--- src/rtl/npu_dispatch_ctrl.sv ---
// Purpose: launch/completion controller that dispatches CPU NPU requests round-robin to NUM_CH channels.
// Latency: ch_en rises LAUNCH_DELAY+1 edges after req_en is first sampled high; ack_cpu follows ch_ack by one edge.
// Backpressure: waits in SELECT while no channel is ready, and holds in DRAIN until the CPU drops req_en.
module npu_dispatch_ctrl #(
   parameter int NUM_CH       = 2,
   parameter int ADDR_W       = 10,
   parameter int LAUNCH_DELAY = 3,
   parameter int TIMEOUT      = 1024
) (
   input  logic                clk,
   input  logic                rst,
   input  logic                req_en,
   input  logic [ADDR_W-1:0]   req_src1,
   input  logic [ADDR_W-1:0]   req_src2,
   input  logic [ADDR_W-1:0]   req_rd,
   output logic                ack_cpu,
   output logic                err_timeout,
   output logic                busy,
   output logic [2:0]          active_ch,
   input  logic [NUM_CH-1:0]   ch_ready,
   output logic [NUM_CH-1:0]   ch_en,
   output logic [ADDR_W-3:0]   ch_src1,
   output logic [ADDR_W-3:0]   ch_src2,
   output logic [ADDR_W-3:0]   ch_rd,
   input  logic [NUM_CH-1:0]   ch_ack
);

   localparam int SET_W = (LAUNCH_DELAY > 0) ? $clog2(LAUNCH_DELAY + 1) : 1;
   localparam int TO_W  = $clog2(TIMEOUT);

   typedef enum logic [2:0] {
      S_IDLE   = 3'd0,
      S_SETTLE = 3'd1,
      S_SELECT = 3'd2,
      S_RUN    = 3'd3,
      S_DONE   = 3'd4,
      S_DRAIN  = 3'd5
   } state_t;

   state_t              state;
   state_t              state_nxt;
   logic [SET_W-1:0]    settle_cnt;
   logic [TO_W-1:0]     to_cnt;
   logic                to_flag;
   logic [2:0]          rr_ptr;
   logic [NUM_CH-1:0]   run_mask;
   logic                ack_hit;
   logic                to_hit;
   logic                settle_done;
   logic [7:0]          ready_pad;
   logic [3:0]          scan;
   logic                sel_vld;
   logic [2:0]          sel_idx;

   // Byte-offset bits of the operand addresses are dropped; channels take word addresses.
   logic unused_addr_lsbs;
   assign unused_addr_lsbs = ^{req_src1[1:0], req_src2[1:0], req_rd[1:0]};

   assign run_mask    = NUM_CH'(1) << active_ch;
   assign ack_hit     = |(ch_ack & run_mask);
   assign to_hit      = (to_cnt == TO_W'(TIMEOUT - 1));
   assign settle_done = (settle_cnt == SET_W'(LAUNCH_DELAY));
   assign ready_pad   = 8'(ch_ready);

   // Round-robin scan: first ready channel strictly after the last one dispatched, wrapping at NUM_CH.
   always_comb begin
      sel_vld = 1'b0;
      sel_idx = 3'd0;
      scan    = 4'd0;
      for (int i = 1; i <= NUM_CH; i++) begin
         scan = 4'(rr_ptr) + 4'(i);
         if (scan >= 4'(NUM_CH)) begin
            scan = scan - 4'(NUM_CH);
         end
         if (!sel_vld && ready_pad[scan[2:0]]) begin
            sel_vld = 1'b1;
            sel_idx = scan[2:0];
         end
      end
   end

   // State register; reset drops straight to IDLE, abandoning any operation without an ack.
   always_ff @(posedge clk) begin
      if (!rst) begin
         state <= S_IDLE;
      end else begin
         state <= state_nxt;
      end
   end

   // Next-state decode.
   always_comb begin
      state_nxt = state;
      case (state)
         S_IDLE: begin
            if (req_en) begin
               state_nxt = (LAUNCH_DELAY == 0) ? S_SELECT : S_SETTLE;
            end
         end
         S_SETTLE: begin
            if (!req_en) begin
               state_nxt = S_IDLE;
            end else if (settle_done) begin
               state_nxt = S_SELECT;
            end
         end
         S_SELECT: begin
            if (!req_en) begin
               state_nxt = S_IDLE;
            end else if (sel_vld) begin
               state_nxt = S_RUN;
            end
         end
         S_RUN: begin
            if (ack_hit || to_hit) begin
               state_nxt = S_DONE;
            end
         end
         S_DONE: begin
            state_nxt = S_DRAIN;
         end
         S_DRAIN: begin
            if (!req_en) begin
               state_nxt = S_IDLE;
            end
         end
         default: begin
            state_nxt = S_IDLE;
         end
      endcase
   end

   // Outputs decoded from state; ch_en only while RUN so any exit (ack, abort, reset) drops it at once.
   always_comb begin
      ack_cpu     = (state == S_DONE);
      err_timeout = (state == S_DONE) && to_flag;
      busy        = (state != S_IDLE);
      ch_en       = (state == S_RUN) ? run_mask : '0;
   end

   // Counters, round-robin pointer and latched operand addresses.
   always_ff @(posedge clk) begin
      if (!rst) begin
         settle_cnt <= '0;
         to_cnt     <= '0;
         to_flag    <= 1'b0;
         rr_ptr     <= 3'(NUM_CH - 1);
         active_ch  <= 3'd0;
         ch_src1    <= '0;
         ch_src2    <= '0;
         ch_rd      <= '0;
      end else begin
         case (state)
            S_IDLE: begin
               if (req_en) begin
                  settle_cnt <= SET_W'(1);
               end
            end
            S_SETTLE: begin
               if (req_en && !settle_done) begin
                  settle_cnt <= settle_cnt + 1'b1;
               end
            end
            S_SELECT: begin
               if (req_en && sel_vld) begin
                  ch_src1   <= req_src1[ADDR_W-1:2];
                  ch_src2   <= req_src2[ADDR_W-1:2];
                  ch_rd     <= req_rd[ADDR_W-1:2];
                  active_ch <= sel_idx;
                  rr_ptr    <= sel_idx;
                  to_cnt    <= '0;
                  to_flag   <= 1'b0;
               end
            end
            S_RUN: begin
               // Only meaningful on the exit edge: set when leaving without an ack, so ack beats timeout.
               to_flag <= !ack_hit;
               if (!ack_hit && !to_hit) begin
                  to_cnt <= to_cnt + 1'b1;
               end
            end
            default: begin
            end
         endcase
      end
   end

endmodule

--- config.mk ---
export PLATFORM = sky130hd
export DESIGN_NAME = npu_dispatch_ctrl
export DESIGN_NICKNAME = d
export VERILOG_FILES = /design/src/rtl/npu_dispatch_ctrl.sv
export SDC_FILE = /design/constraint.sdc
export NUM_CORES = 1
export LEC_CHECK = 0
export CAP_MARGIN = 25
export CORE_UTILIZATION = 30
export CTS_BUF_LIST = sky130_fd_sc_hd__clkbuf_2
export DETAILED_ROUTE_END_ITERATION = 10
export GPL_ROUTABILITY_DRIVEN = 0
export HOLD_SLACK_MARGIN = 0.06
export MAX_ROUTING_LAYER = met4
export PLACE_DENSITY = 0.66
export SLEW_MARGIN = 20
export SYNTH_ARGS = -nofsm -noshare
export SYNTH_HDL_FRONTEND = slang
export SYNTH_SLANG_ARGS = --single-unit
--- constraint.sdc ---
create_clock -name clk -period 3 [get_ports clk]
set_input_delay 0.9 -clock clk [delete_from_list [all_inputs] [get_ports clk]]
set_output_delay 0.9 -clock clk [all_outputs]
set_load 0.005 [all_outputs]
==> results of run 1 <==
report_power, final:
part	total (mW)	internal (mW)	switching, mW
Sequential	0.605	0.593	0.0122
Clock	0.338	0.140	0.198
Combinational	0.122	0.0703	0.0517
Total	1.06	0.803	0.262
cell type report:
class,instances,area share [%]
multi-input combinational,186,41.1
sequential,44,29.6
timing repair buffer,67,21.8
tap,99,4.14
clock inverter,3,1.42
inverter,9,1.13
clock buffer,5,0.835
worst reg2reg max path, stage by stage (launching register included):
cell                       delay (ns)
sky130_fd_sc_hd__dfxtp_1         0.54
sky130_fd_sc_hd__inv_1           0.19
sky130_fd_sc_hd__ha_1            0.24
sky130_fd_sc_hd__nor3b_2         0.25
sky130_fd_sc_hd__xnor2_1         0.24
sky130_fd_sc_hd__o32ai_2         0.16
sky130_fd_sc_hd__o211ai_4        0.36
sky130_fd_sc_hd__buf_4           0.34
sky130_fd_sc_hd__mux2i_1         0.23
metal layers:
layer	part of all wire (%)	wire length, um	track usage [%]
met1	48	2260	16.6
met2	47	2230	20.6
met3	4.6	218	3.45
met4	0.74	35	3.52
met5	0	0	-
logic make-up after synthesis:
family,after synthesis,share of synthesized area (%)
AND/OR/NAND/NOR,111,23.8
flip-flops,44,39.0
AO/OA/AOI/OAI,29,9.48
multiplexers,28,12.5
buffers and inverters,26,6.77
XOR/XNOR,10,3.88
adder cells (fa/ha/maj),8,4.44
worst paths after layout:
path | startpoint | to | slack [ns] | depth (start not counted)
hold / removal | ch_rd[1] | ch_rd[1] | 0.47 | 2
hold reg to reg | ch_rd[1] | ch_rd[1] | 0.47 | 2
setup / recovery | state[2] | ch_en[1] | 0.16 | 3
setup reg to reg | active_ch[1] | ch_src1[2] | 0.37 | 8
through the flow:
step | worst slack [ns] | area [um2] | total power, mW | hold WS, ns | cells
final | 0.164 | 3000 | 1.06 | 0.473 | 413
after global routing | -0.00362 | 3000 | 1.12 | 0.495 | 413
after CTS | 0.0858 | 2990 | 1.08 | 0.478 | 413
after detailed placement | 0.159 | 2920 | 0.739 | 0.453 | 405
after global placement | 0.174 | 2920 | 0.736 | 0.444 | 405
after floorplan | 0.671 | 2260 | 0.676 | 0.454 | 256
registers in the layout, summed over array words and instances, names as in the netlist:
name        cells
to_cnt         10
ch_rd           8
ch_src1         8
ch_src2         8
active_ch       3
state           3
settle_cnt      2
rr_ptr          1
to_flag         1
cells in the final DEF, fill, tap and decap left out, types with 3 or more instances in the layout:
cell type                         synthesis  layout
sky130_fd_sc_hd__clkdlybuf4s50_1          0      61
sky130_fd_sc_hd__o21ai_0                  6       6
sky130_fd_sc_hd__nor4_1                   7       7
sky130_fd_sc_hd__clkbuf_2                 0       5
sky130_fd_sc_hd__a21oi_1                  5       5
sky130_fd_sc_hd__dfxtp_1                 44      42
sky130_fd_sc_hd__ha_1                     8       8
sky130_fd_sc_hd__xnor2_1                  3       3
sky130_fd_sc_hd__nor3_1                   4       4
sky130_fd_sc_hd__xor2_1                   7       7
sky130_fd_sc_hd__o211ai_1                 4       4
sky130_fd_sc_hd__mux2i_1                 26      26
sky130_fd_sc_hd__nand3_1                  5       5
sky130_fd_sc_hd__nor2_1                  12      12
sky130_fd_sc_hd__nand2_1                 57      57
sky130_fd_sc_hd__and3_1                  12      12
sky130_fd_sc_hd__inv_1                    9       9
sky130_fd_sc_hd__buf_4                    2       5
what timing repair did:
item                                   CTS  global route
setup endpoints to repair                2             1
endpoints found under the hold margin    0             0
resized for setup                        2             1
==> out/results.ini, run 1 <==
[setup_path]
timing.critical_path.buf_inv = 1
required_ns = 2.10
critPathSlowestCell = sky130_fd_sc_hd__clkdlybuf4s50_1
timing.critical_path.max_delay_family = simple AND/OR/NAND/NOR gates
critical-path-max-stage-delay_ns = 0.55
critical_path.cell_chain = nand3b_1 > nor4b_1 > clkdlybuf4s50_1
startpoint_type = flop
critical_path_peak_fanout = 8
setup.worst_path.end_class = primary output
worstSetupPathType = flop to primary output
arrival_ns = 1.94

[pwr]
powerDensity_mw_per_mm2 = 355
static_leak_nw = 1.35
peakVddDrop_uv = 206

[clock_tree]
cts_tree = built
clk_latency_ns = 0.42
numClockSinks = 44
tritoncts.num_buffers = 5
clock_buffer_depth = 2
htreeDepth = 2
post_cts.repair.setup_buffers = 0
clk_root_buffer_cell = sky130_fd_sc_hd__clkbuf_2
postCtsHoldBufs = 0
worst_setup_hold_path_clk_slew_ns = 0.25

[drt]
detail_route.wirelength_mm = 4.74
initialDrtViolationCount = 63
remaining_drc_errors = 0
viasPerCell = 4.78
route.vias.total = 1976
drt_pre_antenna_iters = 4
antenna_left = 0
routedWlPerCell_um = 11.5

[sta]
post-route-period-util_pct = 94.5
period_minus_slack_ns = 2.84
transition_time_of_the_tightest_slew_check_pin_ns = 0.515
finalSetupViolCount = 0
slew_headroom_pct = 65.5
fmaxAchievable_mhz = 353
slew_viol_final = 0
hold_violations = 0
finClkSkew_ns = 0.0384
final.setup.tns_ns = 0

[placed_design]
io_buffers = 62
place_hpwl_mm = 3.40

[synthesis]
netlist_area_mm2 = 0.00226
syn_avg_cell_area_um2 = 8.81
proportion_of_synthesized_chip_area_in_sequential_cells_pct = 39.0
synth_top_cells_by_count = sky130_fd_sc_hd__nand2_1 (57), sky130_fd_sc_hd__dfxtp_1 (44), sky130_fd_sc_hd__mux2i_1 (26)
synth.most_common_cell = sky130_fd_sc_hd__nand2_1
synth-async-reset-ratio_pct = 0
yosys.area.top_type_share_pct = 39.0
ys_warn_count = 0
synth_fp_nets = 301
yosys.area.top_type = sky130_fd_sc_hd__dfxtp_1
synth_cell_types = 46
synth.ff_latch_count = 44
synth_top_flop_cell = sky130_fd_sc_hd__dfxtp_1
synth_enable_flop_cells = 0
synthesis.instances = 256
ys_top_cells_by_area = sky130_fd_sc_hd__dfxtp_1 (39%), sky130_fd_sc_hd__mux2i_1 (12%), sky130_fd_sc_hd__nand2_1 (9.5%)

[run]
max-cap-violations = 0

[global_route]
first_global_vias = 1837
globalRoute.totalOverflow = 0
grt_antenna_before_repair = 0
grt_pass1_wl_mm = 7.94
grt_use_total_pct = 13.1
grt_start_max_net_pins = 48

[die]
placementRows = 31
die-area_mm2 = 0.00787
ioPinCount = 69
coreArea_mm2 = 0.00725
initial_utilization_pct = 31.1
die_w_um = 88.7
die_h_um = 88.7

[finish]
multi_input_area_mm2 = 0.00123
area.sequential_um2 = 886
area_delta_synth_final_pct = 32.8
num-nets-final = 358
final_core_utilization_pct = 41.3
post_route_cells_drive_above_1_share_pct = 6.69
fillers = 753
diodes = 0

[hold_path]
min-delay-path-class = flop to flop

[outcome]
outcome = complete, no violations

Note: power is estimated with default switching activity, not from simulation.
==> run 2, diff against run 1 <==
Settings changed: ABC_CLOCK_PERIOD_IN_PS set to 3000.
==> results of run 2 <==
No change in the layout: final DEF, timing and power equal those of run 1.
==> run 3, diff against run 2 <==
Settings changed: SLEW_MARGIN 20 to not set.
==> results of run 3 <==
No change in the layout: final DEF, timing and power equal those of run 1.
==> variant 1 (settings of run 1) <==
Register the output `err_timeout`, with the module's reset; this adds one clock of latency there. The other outputs are not delayed to match.
--- a/src/rtl/npu_dispatch_ctrl.sv
+++ b/src/rtl/npu_dispatch_ctrl.sv
@@ -36,6 +36,8 @@
       S_DONE   = 3'd4,
       S_DRAIN  = 3'd5
    } state_t;
+
+   logic err_timeout_d;
 
    state_t              state;
    state_t              state_nxt;
@@ -133,7 +135,7 @@
    // Outputs decoded from state; ch_en only while RUN so any exit (ack, abort, reset) drops it at once.
    always_comb begin
       ack_cpu     = (state == S_DONE);
-      err_timeout = (state == S_DONE) && to_flag;
+      err_timeout_d = (state == S_DONE) && to_flag;
       busy        = (state != S_IDLE);
       ch_en       = (state == S_RUN) ? run_mask : '0;
    end
@@ -185,5 +187,13 @@
       end
    end
 
+   always_ff @(posedge clk) begin
+      if (!rst) begin
+         err_timeout <= '0;
+      end else begin
+         err_timeout <= err_timeout_d;
+      end
+   end
+
 endmodule
 
Formal check against the unedited RTL: no difference found for any inputs over 10 cycles, from zero or initial values and one cycle with rst low; that may be too few to reach the edited logic, so the function may still have changed.
==> variant 1 against run 1 <==
- global-route usage is 0.52 points lower
- sequential cell count grew 1
- register-to-register slack lost 80 ps
- largest power group unchanged
- total power is 7.6% lower
- design area grew 0.46%
- synthesized cell count grew 0.78%
- area after synthesis is 1.1% higher
- count of clock-buffer cells in the layout is the same
- combinational power hardly changed
- wire length grew 0.32%
- clock skew fell by 22 ps
- worst setup slack gained 25 ps
- via count down 0.76%
- highest routed layer unchanged
==> variant 1: results (changes against run 1) <==
status: "finished, final reports clean"
wl_per_cell_um: 11.4  # -0.41%
placed_cells: 408  # +0.74%
cts-resized-gates: 0  # -2
hp-start: "ch_src1[5]"
seq_area_frac: 0.300  # +0.00405
pwr.group.clock_w: 0.000243  # -28%
fin_crit_ps: 2810  # -25.3 ps
first_pass_iters: 4  # unchanged
reg2reg_to: "ch_rd[6]"
r2r_cells: 8  # unchanged
total_power_w: 0.000984  # -7.6%
fin_util: 0.413  # about the same
track_usage: 0.126  # -0.00517
timing.rr.start: "rr_ptr[0]"
power_switching_w: 0.000256  # -2.1%
p_seq_frac: 0.630  # +0.062
ys_top_cells_by_area: "dfxtp_1 (40%), mux2i_1 (11%), nand2_1 (9.4%), ha_1 (4.4%), and3_1 (3.6%)"
buf_share: 0.226  # +0.00815
yosysSeqAreaShare: 0.395  # +0.00471
clk_latency_ps: 400  # -20 ps
clock_sinks: 45  # +2.3%
antennaDiodeCount: 0  # unchanged
fillCellCount: 765  # +1.6%
reg2reg_slack_ps: 290  # -80 ps
cp_max_fo: 8  # unchanged
cp.arrival_ps: 1910  # -30 ps
syn_inst: 258  # +0.78%
drt_iter0_markers: 58  # -7.9%
grt_max_degree: 37  # -23%
avgViaCountPerCell: 4.71  # -1.5%
power.leakage_nw: 1.36  # +1.1%
synthDistinctLibCells: 45  # -2.2%
synthTopCellsByCount: "nand2_1 (57), dfxtp_1 (45), mux2i_1 (26), and3_1 (13), nor2_1 (12)"
fin_skew_ps: 16.7  # -21.7 ps
clk_pin_slew_worst_paths_ps: 230  # -20 ps
dpl_worst_slack_ps: 173  # +14.1 ps
setup.worst_path.end: "ch_en[1]"
irDropWorstVdd_mv: 0.182  # -12%
nNonClkBuffers: 69  # +3.0%
worst_hold_path.endpoint: "ch_src1[5]"
first_global_vias: 1746  # -5.0%
fin_nets: 361  # +0.84%
synth-async-reset-ratio: 0  # unchanged
synth_nets: 303  # +0.66%
hold_path.class: "reg -> reg"
die_w_um: 89.2  # +0.51%
wirelength_um: 4760  # +0.32%
grt_pass1_wl_um: 7640  # -3.7%
placedInstanceArea_um2: 2970  # +1.6%
inv_count: 9  # unchanged
tightest_slew_ps: 644  # +129 ps
dp_hpwl_um: 3370  # -0.90%
whs_ps: 475  # +1.35 ps
largest_register_ffs: 10  # unchanged
clk_share: 0.0125  # -0.0101
drive_above_1_share: 0.0662  # -0.000633
## variant 1: changes by cell type after synthesis
| cell | before | now |
|---|---|---|
| and2_1 | 1 | 0 |
| clkbuf_1 | 7 | 8 |
| and3_1 | 12 | 13 |
| dfxtp_1 | 44 | 45 |
## variant 1: worst max-delay path: stages, from the launching register on
cell	delay [ps]
dfxtp_1	420
nand3b_1	270
nor4b_1	280
clkdlybuf4s50_1	550
## variant 1: cell families after synthesis
kind of cell	count (synthesis)	synth area share
AO/OA/AOI/OAI	29	0.0939
buffers and inverters	27	0.0686
XOR/XNOR	10	0.0384
flip-flops	45	0.395
multiplexers	28	0.124
AND/OR/NAND/NOR	111	0.236
adder cells (fa/ha/maj)	8	0.0439
## variant 1: routing by layer
layer | up-vias | global-route usage | share of wire
met1 | 903 | 0.156 | 0.48
met3 | 5 | 0.0351 | 0.053
met5 | - | - | 0
li1 | 1007 | - | -
met2 | 46 | 0.196 | 0.45
met4 | 0 | 0.0433 | 0.012
==> variant 2 (settings of run 1) <==
Without the edit above. `ADDR_W`: 10 -> 11.
--- a/src/rtl/npu_dispatch_ctrl.sv
+++ b/src/rtl/npu_dispatch_ctrl.sv
@@ -3,7 +3,7 @@
 // Backpressure: waits in SELECT while no channel is ready, and holds in DRAIN until the CPU drops req_en.
 module npu_dispatch_ctrl #(
    parameter int NUM_CH       = 2,
-   parameter int ADDR_W       = 10,
+   parameter int ADDR_W       = 11,
    parameter int LAUNCH_DELAY = 3,
    parameter int TIMEOUT      = 1024
 ) (
Ports: changed (6 resized); port bits go from 69 to 75. No check against the original RTL was run, so the function may have changed too.
==> variant 2 against run 1 <==
- maximum frequency up 2.8%
- area after synthesis up 3.5%
- wire length up 3.5%
- first-iteration DRC count up 41%
- utilization up 0.28 points
- total power down 0.15%
- sequential cell count up 3
- via count down 0.30%
- combinational power up 26%
- die area up 3.5%
- worst setup slack better by 76 ps
- sequential share of layout area up 1.1 points
- design area up 2.8%
- highest routed layer unchanged
==> variant 2: results (changes against run 1) <==
irDropWorstVdd_mv: 0.167  # -19%
status: "finished, final reports clean"
synth-async-reset-ratio: 0  # unchanged
post-cts-setup-buffers: 0  # unchanged
placedInstanceArea_um2: 3040  # +4.0%
hold_path.class: "reg -> reg"
top_register: "to_cnt"
vias: 1970  # -0.30%
reg2reg_to: "ch_src1[3]"
clk_pin_slew_worst_paths_ps: 240
grt_max_degree: 45  # -6.3%
synth_nets: 306  # +1.7%
critical_path.slowest_cell: "dfxtp_2"
synthTopCellsByCount: "nand2_1 (61), dfxtp_1 (47), mux2i_1 (32), nor3_1 (12), clkbuf_1 (9)"
yosysSeqAreaShare: 0.403  # +0.0123
io_buffers: 68  # +9.7%
synthDistinctLibCells: 45  # -2.2%
drive_above_1_share: 0.0685  # +0.00166
slew_viol_final: 0  # unchanged
slew_headroom: 0.629  # -0.0256
worst_hold_path.endpoint: "ch_src1[8]"
ys_top_cells_by_area: "dfxtp_1 (40%), mux2i_1 (14%), nand2_1 (9.8%), ha_1 (4.3%), xnor2_1 (3.0%)"
wl_met3_um: 302  # +39%
timing.rr.start: "active_ch[1]"
power.leakage_nw: 1.12  # -17%
dp_hpwl_um: 3510  # +3.3%
dpl_worst_slack_ps: 339  # +180 ps
wirelength_um: 4910  # +3.5%
crit_family: "flip-flops"
crit_path_max_incr_delay_ps: 490  # -60 ps
cp.arrival_ps: 1860  # -80 ps
met1_length_um: 2290  # +1.6%
fin_skew_ps: 21.6  # -16.9 ps
wl_met2_um: 2270  # +1.8%
drt_iter0_markers: 89  # +41%
first_global_vias: 1932  # +5.2%
fin_nets: 368  # +2.8%
cp_max_fo: 11  # +3
hp-start: "ch_src1[8]"
whs_ps: 473  # -0.382 ps
grt_pass1_wl_um: 8540  # +7.6%
track_usage: 0.129  # -0.00154
reg2reg_slack_ps: 710  # +340 ps
cp-startpoint: "state[0]"
clockRootBuffer: "clkbuf_2"
first_pass_iters: 4  # unchanged
-- variant 2: timing repair --
item	CTS	global route
resized for setup	0	2
setup endpoints to repair	0	1
endpoints found under the hold margin	0	0
hold buffers	0	0
-- variant 2: logic make-up after synthesis --
kind of cell,after synthesis,share of synthesized area
adders and majority gates,8,0.0429
AOI/OAI and AO/OA,30,0.0884
muxes,32,0.137
and+or+nand+nor,108,0.224
xor gates and xnor gates,9,0.0337
buffers and inverters,24,0.0707
DFF,47,0.403
-- variant 2: worst max-delay path by stage --
stage	cells past startpoint	slack, ps	end
2_1_floorplan	6	1070	active_ch[0]
3_3_place_gp	6	380	ch_src1[4]
3_5_place_dp	6	340	ch_src2[3]
4_1_cts	3	70	ch_en[1]
5_1_grt	3	120	ch_en[1]
6_report	3	240	ch_en[1]
-- variant 2: final cells by class --
| class | instances | area (um2) |
|---|---|---|
| inverters | 7 | 26.3 |
| flip-flops and latches | 47 | 943 |
| well taps | 99 | 124 |
| clock buffers | 6 | 30.0 |
| repair buffers | 72 | 718 |
| multi-input cells | 187 | 1230 |
| fillers | 745 | 4330 |
| clock inverters | 2 | 7.51 |
-- variant 2: power breakdown --
part / total (W) / leakage (nW) / internal, W / switching [W]
registers: 0.000658 / 0.380 / 0.000640 / 0.0000179
logic: 0.000154 / 0.711 / 0.0000902 / 0.0000636
clock network: 0.000252 / 0.0281 / 0.0000562 / 0.000195
total: 0.00106 / 1.12 / 0.000786 / 0.000277
-- variant 2: metrics by stage --
stage,instances,total power [W]
floorplan,258,0.000749
global placement,412,0.000820
detailed placement,412,0.000823
CTS,420,0.00108
global route,420,0.00113
finish,420,0.00106
-- variant 2: worst min-delay path, delay by kind of cell (launching register included) --
family | cells | cell delay [ps]
flops | 1 | 360
mux | 1 | 50
simple gates | 1 | 50
-- variant 2: routing by layer --
layer,up-vias,GRT usage
met2,52,0.211
met5,-,-
met1,904,0.154
met4,0,0.0363
li1,1010,-
met3,4,0.0389
